`src/rtl/ps2_pkg.sv`:
```
// rtl/ps2_pkg.sv - PS/2 frame layout, receiver state encoding and protocol constants
package ps2_pkg;

    localparam int FRAME_BITS = 11;
    localparam int START_BIT  = 0;
    localparam int DATA_LSB   = 1;
    localparam int DATA_MSB   = 8;
    localparam int PARITY_BIT = 9;
    localparam int STOP_BIT   = 10;

    localparam logic [7:0] ACK          = 8'hFA;
    localparam logic [7:0] BAT_OK       = 8'hAA;
    localparam logic [7:0] MOUSE_ID     = 8'h00;
    localparam logic [7:0] EN_REPORTING = 8'hF4;

    typedef enum logic [1:0] {
        IDLE  = 2'd0,
        SHIFT = 2'd1,
        DONE  = 2'd2
    } rx_state_t;

    // Odd parity: data plus parity bit must carry an odd number of ones.
    function automatic logic frame_err(input logic [FRAME_BITS-1:0] f);
        return (f[START_BIT] != 1'b0) || (f[STOP_BIT] != 1'b1) || !(^f[PARITY_BIT:DATA_LSB]);
    endfunction

endpackage

```
`src/rtl/ps2_clk_filter.sv`:
```
// rtl/ps2_clk_filter.sv - pad synchronizers, ps2_clk glitch filter and falling-edge strobe
module ps2_clk_filter #(
    parameter int FILTER_LEN = 8
) (
    input  logic clk_25MHz,
    input  logic reset,
    input  logic ps2_clk,
    input  logic ps2_data,
    output logic fall_edge,
    output logic data_sample
);

    localparam int CW = $clog2(FILTER_LEN + 1);

    logic [1:0]    clk_sync;
    logic [1:0]    data_sync;
    logic [CW-1:0] run_cnt;
    logic          clk_filt;

    // The filtered clock flips only after the synchronized clock has disagreed
    // with it for FILTER_LEN consecutive cycles; data is captured on that flip.
    always_ff @(posedge clk_25MHz or posedge reset) begin
        if (reset) begin
            clk_sync    <= 2'b11;
            data_sync   <= 2'b11;
            run_cnt     <= '0;
            clk_filt    <= 1'b1;
            fall_edge   <= 1'b0;
            data_sample <= 1'b0;
        end else begin
            clk_sync  <= {clk_sync[0], ps2_clk};
            data_sync <= {data_sync[0], ps2_data};
            fall_edge <= 1'b0;
            if (clk_sync[1] != clk_filt) begin
                if (run_cnt == CW'(FILTER_LEN - 1)) begin
                    run_cnt  <= '0;
                    clk_filt <= clk_sync[1];
                    if (!clk_sync[1]) begin
                        fall_edge   <= 1'b1;
                        data_sample <= data_sync[1];
                    end
                end else begin
                    run_cnt <= run_cnt + 1'b1;
                end
            end else begin
                run_cnt <= '0;
            end
        end
    end

endmodule

```
`src/rtl/ps2_rx.sv`:
```
// rtl/ps2_rx.sv - PS/2 device-to-host frame receiver with timeout and inhibit
module ps2_rx
    import ps2_pkg::*;
#(
    parameter int FILTER_LEN     = 8,
    parameter int TIMEOUT_CYCLES = 5000
) (
    input  logic                  clk_25MHz,
    input  logic                  reset,
    input  logic                  ps2_clk,
    input  logic                  ps2_data,
    input  logic                  rx_inhibit,
    output logic [FRAME_BITS-1:0] rx_data,
    output logic                  data_flag,
    output logic                  err,
    output logic                  busy
);

    localparam int TW = $clog2(TIMEOUT_CYCLES + 1);

    rx_state_t             state, state_next;
    logic                  fall_edge;
    logic                  data_sample;
    logic [FRAME_BITS-1:0] shift_reg;
    logic [FRAME_BITS-1:0] shift_next;
    logic [3:0]            bit_cnt;
    logic [TW-1:0]         tmo_cnt;
    logic                  tmo_hit;

    ps2_clk_filter #(.FILTER_LEN(FILTER_LEN)) u_clk_filter (
        .clk_25MHz   (clk_25MHz),
        .reset       (reset),
        .ps2_clk     (ps2_clk),
        .ps2_data    (ps2_data),
        .fall_edge   (fall_edge),
        .data_sample (data_sample)
    );

    assign shift_next = {data_sample, shift_reg[FRAME_BITS-1:1]};
    assign tmo_hit    = (tmo_cnt == TW'(TIMEOUT_CYCLES));
    assign busy       = (state == SHIFT);
    assign data_flag  = (state == DONE);

    always_ff @(posedge clk_25MHz or posedge reset) begin
        if (reset) begin
            state <= IDLE;
        end else begin
            state <= state_next;
        end
    end

    always_comb begin
        state_next = state;
        unique case (state)
            IDLE:    if (fall_edge) state_next = SHIFT;
            SHIFT: begin
                if (fall_edge && bit_cnt == 4'(FRAME_BITS - 1)) begin
                    state_next = DONE;
                end else if (tmo_hit) begin
                    state_next = IDLE;
                end
            end
            DONE:    state_next = IDLE;
            default: state_next = IDLE;
        endcase
        // A frame already in DONE is complete and still gets reported.
        if (rx_inhibit && state != DONE) begin
            state_next = IDLE;
        end
    end

    always_ff @(posedge clk_25MHz or posedge reset) begin
        if (reset) begin
            shift_reg <= '0;
            bit_cnt   <= '0;
            tmo_cnt   <= '0;
            rx_data   <= '0;
            err       <= 1'b0;
        end else begin
            if (fall_edge && state_next != IDLE) begin
                shift_reg <= shift_next;
                bit_cnt   <= bit_cnt + 1'b1;
            end else if (state_next == IDLE) begin
                bit_cnt <= '0;
            end

            if (state == SHIFT && !fall_edge) begin
                if (!tmo_hit) tmo_cnt <= tmo_cnt + 1'b1;
            end else begin
                tmo_cnt <= '0;
            end

            // Load on the 11th edge so rx_data is valid during the DONE cycle.
            if (state == SHIFT && state_next == DONE) begin
                rx_data <= shift_next;
                err     <= frame_err(shift_next);
            end
        end
    end

endmodule

```
`config.mk`:
```
export PLATFORM = sky130hd
export DESIGN_NAME = ps2_rx
export DESIGN_NICKNAME = d
export VERILOG_FILES = /design/src/rtl/ps2_pkg.sv /design/src/rtl/ps2_clk_filter.sv /design/src/rtl/ps2_rx.sv
export SDC_FILE = /design/constraint.sdc
export NUM_CORES = 1
export LEC_CHECK = 0
export BUFFER_PORTS_ARGS = -buffer_cell sky130_fd_sc_hd__buf_2
export CAP_MARGIN = 40
export CORE_MARGIN = 2
export CORE_UTILIZATION = 38
export CTS_BUF_LIST = sky130_fd_sc_hd__clkbuf_4
export DETAILED_ROUTE_END_ITERATION = 7
export GPL_TIMING_DRIVEN = 1
export PLACE_DENSITY = 0.64
export SLEW_MARGIN = 20
export SYNTH_ARGS = -nofsm -noshare
export SYNTH_HDL_FRONTEND = slang
export SYNTH_SLANG_ARGS = --single-unit
```
`constraint.sdc`:
```
create_clock -name clk_25MHz -period 2.2 [get_ports clk_25MHz]
set_input_delay 0.11 -clock clk_25MHz [delete_from_list [all_inputs] [get_ports clk_25MHz]]
set_output_delay 0.11 -clock clk_25MHz [all_outputs]
set_load 0.02 [all_outputs]
```
# ---- Word-level counts from Yosys, hierarchy flattened
# Cells that the tools add are included.
dict set report word_totals {
  input_bits 5
  out_inout_bits 14
  reg_bits 53
  elab_cells 56
}
dict set report op_classes {
  n_mux 14
  reduce_logical 16
  addsub 3
  bitwise_logic 2
  n_eq_ne 9
}
# operator n
set ops {}
lappend ops {{13-bit two-way mux} 2}
lappend ops {{4-bit two-way mux} 4}
lappend ops {{13-bit by 1-bit adder with 13-bit output (second input constant)} 1}
lappend ops {{13-bit == test (second input constant)} 1}
lappend ops {{9-bit parity} 1}
lappend ops {{4-bit by 1-bit adder with 4-bit output (second input constant)} 2}
lappend ops {{2-bit two-way mux} 4}
lappend ops {{1-bit logical AND} 5}
lappend ops {{2-bit == test (second input constant)} 2}
lappend ops {{4-bit by 3-bit == test with 1-bit output (second input constant)} 1}
lappend ops {{4-bit == test (second input constant)} 1}
lappend ops {{2-bit zero test} 2}
lappend ops {{2-bit != test (second input constant)} 2}
lappend ops {{2-bit one-hot mux with 2 select lines} 1}
lappend ops {{2-bit nonzero test} 2}
lappend ops {{1-bit two-way mux} 3}
lappend ops {{3-bit AND reduction} 1}
lappend ops {{2-bit by 1-bit == test with 1-bit output (second input constant)} 1}
lappend ops {{1-bit zero test} 2}
lappend ops {{1-bit logical OR} 2}
lappend ops {{1-bit NOT} 2}
lappend ops {{2-bit AND reduction} 1}
lappend ops {{1-bit != test} 1}

# ---- Depth between registers and ports, before layout
dict set report logic_depth {
  word_depth 8
  mapped_depth 8
  mapped_depth_nobuf 7
}

# ---- Cells and area by module
# From an unflattened synthesis, not the netlist that was laid out.
dict set report unflattened {
  hier_cells 214
  area_unflattened_um2 2358.5
}
# mod area_each_um2 seq_area_each_um2 cells_each n_inst
set modules_own_cells {}
lappend modules_own_cells {ps2_rx 1925.6 1026.0 185 1}
lappend modules_own_cells {ps2_clk_filter 432.9 281.5 29 1}

# ---- Worst setup path before layout
# OpenSTA, ideal clock, no wires.
dict set report synth_path {
  path_kind {reg2reg}
  from {register tmo_cnt[2]}
  to {register shift_reg[10]}
  stages_incl_launch_ff 6
  setup_time_ps 125
  t_arrival_ps 2233
  synth_period_minus_slack_ps 2357
  slack_ps -157
  required_time_ps 2075
  path_buffers 1
  cell_sequence {dfrtp_1 -> or4_1 -> or4_1 -> buf_6 -> o211ai_4 -> mux2_2}
}
dict set report synth_between {
  elab_chain_len 7
}
# item line
set synth_lines {}
lappend synth_lines {{start, declared} ps2_rx.sv:27} ;# logic [TW-1:0] tmo_cnt;
lappend synth_lines {{start signal, assigned} ps2_rx.sv:88} ;# if (!tmo_hit) tmo_cnt <= tmo_cnt + 1'b1;
lappend synth_lines {{13-bit == test} ps2_rx.sv:40} ;# assign tmo_hit = (tmo_cnt == TW'(TIMEOUT_CYCLES));
lappend synth_lines {{2-bit two-way mux} ps2_rx.sv:59} ;# end else if (tmo_hit) begin
lappend synth_lines {{2-bit two-way mux} ps2_rx.sv:57} ;# if (fall_edge && bit_cnt == 4'(FRAME_BITS - 1)) begin
lappend synth_lines {{2-bit one-hot mux with 2 select lines} ps2_rx.sv:54} ;# unique case (state)
lappend synth_lines {{2-bit two-way mux} ps2_rx.sv:67} ;# if (rx_inhibit && state != DONE) begin
lappend synth_lines {{2-bit nonzero test} ps2_rx.sv:80} ;# if (fall_edge && state_next != IDLE) begin
lappend synth_lines {{1-bit logical AND} ps2_rx.sv:80}
lappend synth_lines {{end signal, assigned} ps2_rx.sv:81} ;# shift_reg <= shift_next;
lappend synth_lines {{end, declared} ps2_rx.sv:24} ;# logic [FRAME_BITS-1:0] shift_reg;
# Every way passes these cells.
# A chain may end at the register's enable or synchronous reset.

# ---- Worst setup path in the final report
dict set report layout_path {
  from {register tmo_cnt[11]}
  to {register shift_reg[10]}
}
# The elaborated chain is that of the path after synthesis.

==> metrics.txt <==
grt ovf 0; post-DR vias/cell 4.65; crit path max fanout 10; Die X-Extent 81.4 um; final worst path period need 2120 ps; Yosys top cell area share 51.6%; # fillers 541; CP Data Arrival Time 2390 ps; Area Growth Syn to Fin 19.6%; top cells by count, synth dfrtp_1, nand2_1, nor2_1; number of flops mapped to enable cells by yosys 0; status finished, final reports clean; peak supply drop 0.407 mV; sequential share of power 65.4%; Final period util 96.3%; internal power 1.18 mW; Total GRT Usage 13.5%; Clock Path Buffers 2; Comb pwr share 7.0%; vias in the first global route 1538; top_reg_cell synth dfrtp_1; io pins 19; sw frac 24.5%; Worst path slowest cell or4_1; final non-filler cell total 321; P per Cell Area 575 nW/um2; CTS tree done; initial antenna violation count 0; FF+latch area 1310 um2; die outline height 81.4 um; Final setup viols 0; leading area contributor after synthesis dfrtp_1; Seq/Total Area, Yosys 57.4%; Nets 255; core box area 5850 um2; crit-path cells or4_1 > or4_4 > o211ai_4 > buf_12 > mux2_4; Yosys reg bits 52; drt first pass iters 4; FFs w/ async S/R, synth 100%; Mapped Cells 206; GP Congestion 0.737; via count 1494; Setup TNS 0 ps; syn_nets 216; required time worst endpoint 2470 ps; WL final 3850 um; first-pass GRT wire length 6890 um; Crit path largest cell delay 510 ps; CP Capture Type register; number of routed nets with antenna violations 0; Synth warnings 0; drt wl/cell 12.0 um; met2 usage 22.0%; dpl hpwl 2690 um; Clk pwr share 27.6%; htree depth 2; pin count of the biggest net entering global routing 39; area of the mapped netlist 2280 um2; max_cap viols 0; Starting Density 38.9%; CTS sink cnt 52; count of pins over their slew limit 0; final core utilization 46.6%; CP Class reg -> reg; # diodes 0; Power Total 1.57 mW; Tightest Hold Check Type in -> async; maximum clock frequency 0.472 GHz; synth unique cells 35; die area 6630 um2; RSZ-0062 raised after global routing yes; Worst-Margin Slew 444 ps; Fin. Hold Viols 0; Worst Clk Skew 4.98 ps; dpl cells 307; worst skew pair latency 360 ps; Worst-path clk slew 150 ps; top cells by area, synth dfrtp_1, xnor2_1, mux2_2; drt initial violations 47; net switching power 0.384 mW; Root Buffer clkbuf_4; total CTS buffers 5; count leader, synth dfrtp_1; DRC viols 0; Min Hold Slack 276 ps; Resize count post-CTS 0; Port Buffers 18; worst path bufs/invs 1; busiest layer in global routing met2; num rows 28; Static Leak 1.34 nW; met3 Use GR 2.31%; relative slew slack 70.3%; Avg Cell Area, Syn 11.1 um2; share of layout cells above drive strength 1 26.0%; GRT met1 Usage 17.5%; area of the multi-input gates 946 um2; Largest register FFs 13; CP Launch Type register; Top Family by Delay on Critical Path simple AND/OR/NAND/NOR gates
==> final cells by class <==
| cell class | instances | area share [%] |
|---|---|---|
| clock buffers | 5 | 1.38 |
| clock inverters | 3 | 0.827 |
| inverters | 11 | 1.52 |
| multi-input cells | 138 | 34.7 |
| flip-flops and latches | 52 | 48.0 |
| well taps | 75 | 3.45 |
| repair buffers | 37 | 10.1 |
==> through the flow <==
step / worst slack, ps / cell area [um2]
2_1_floorplan: -68.0 / 2320
3_3_place_gp: 112 / 2590
3_5_place_dp: 105 / 2590
4_1_cts: 69.7 / 2690
5_1_grt: -8.12 / 2720
6_report: 80.7 / 2720
==> what timing repair did <==
item	4_1_cts	5_1_grt
setup endpoints to repair	0	10
hold buffers	4	0
setup buffers	0	1
endpoints found under the hold margin	34	0
==> worst min-delay path, cell delays in order <==
cell and delay, ps:
dlygate4sd3_1 530, buf_2 120, inv_2 330
==> placed cells by master, fill, tap and decap left out, types with 6 or more instances in the layout <==
| master | synthesis | final |
|---|---|---|
| dfrtp_1 | 47 | 47 |
| inv_1 | 11 | 10 |
| xnor2_1 | 16 | 16 |
| nor3_1 | 7 | 7 |
| mux2_4 | 0 | 10 |
| buf_4 | 0 | 13 |
| nand3_1 | 6 | 6 |
| buf_2 | 0 | 18 |
| nand2_1 | 35 | 35 |
| nor2_1 | 20 | 20 |
==> path summary, 6_finish.rpt <==
kind | start | to | slack [ps] | depth (start not counted)
min in group clk_25MHz | ps2_data | u_clk_filter.data_sync[0] | 370 | 2
max reg2reg | tmo_cnt[11] | shift_reg[10] | 80 | 5
max in group asynchronous | reset | rx_data[4] | 1350 | 5
min reg2reg | u_clk_filter.data_sync[0] | u_clk_filter.data_sync[1] | 370 | 0
min | reset | shift_reg[9] | 280 | 3
max | tmo_cnt[11] | shift_reg[10] | 80 | 5
==> power groups by stage <==
stage	combinational [mW]	clock [mW]	sequential [mW]
floorplan	0.0723	0	1.04
global placement	0.0975	0	1.04
detailed placement	0.103	0	1.04
CTS	0.108	0.459	1.02
global route	0.124	0.495	1.03
finish	0.110	0.433	1.02
==> per-layer routing <==
layer | up-vias | routed length (um)
met3 | 5 | 83
met1 | 715 | 1850
met5 | - | 0
li1 | 756 | -
met2 | 18 | 1840
met4 | 0 | 72
==> cells by family (layout without fill, tap and decap cells) <==
group,Yosys count,after routing,share of synthesized area (%)
compound gates,10,10,3.41
xor+xnor,22,22,9.07
fa+ha+maj,5,5,2.75
buf+inv,16,56,2.97
flops,52,52,57.4
mux,13,13,6.37
simple gates,88,88,18.0
(Power assumes the default switching activity.)
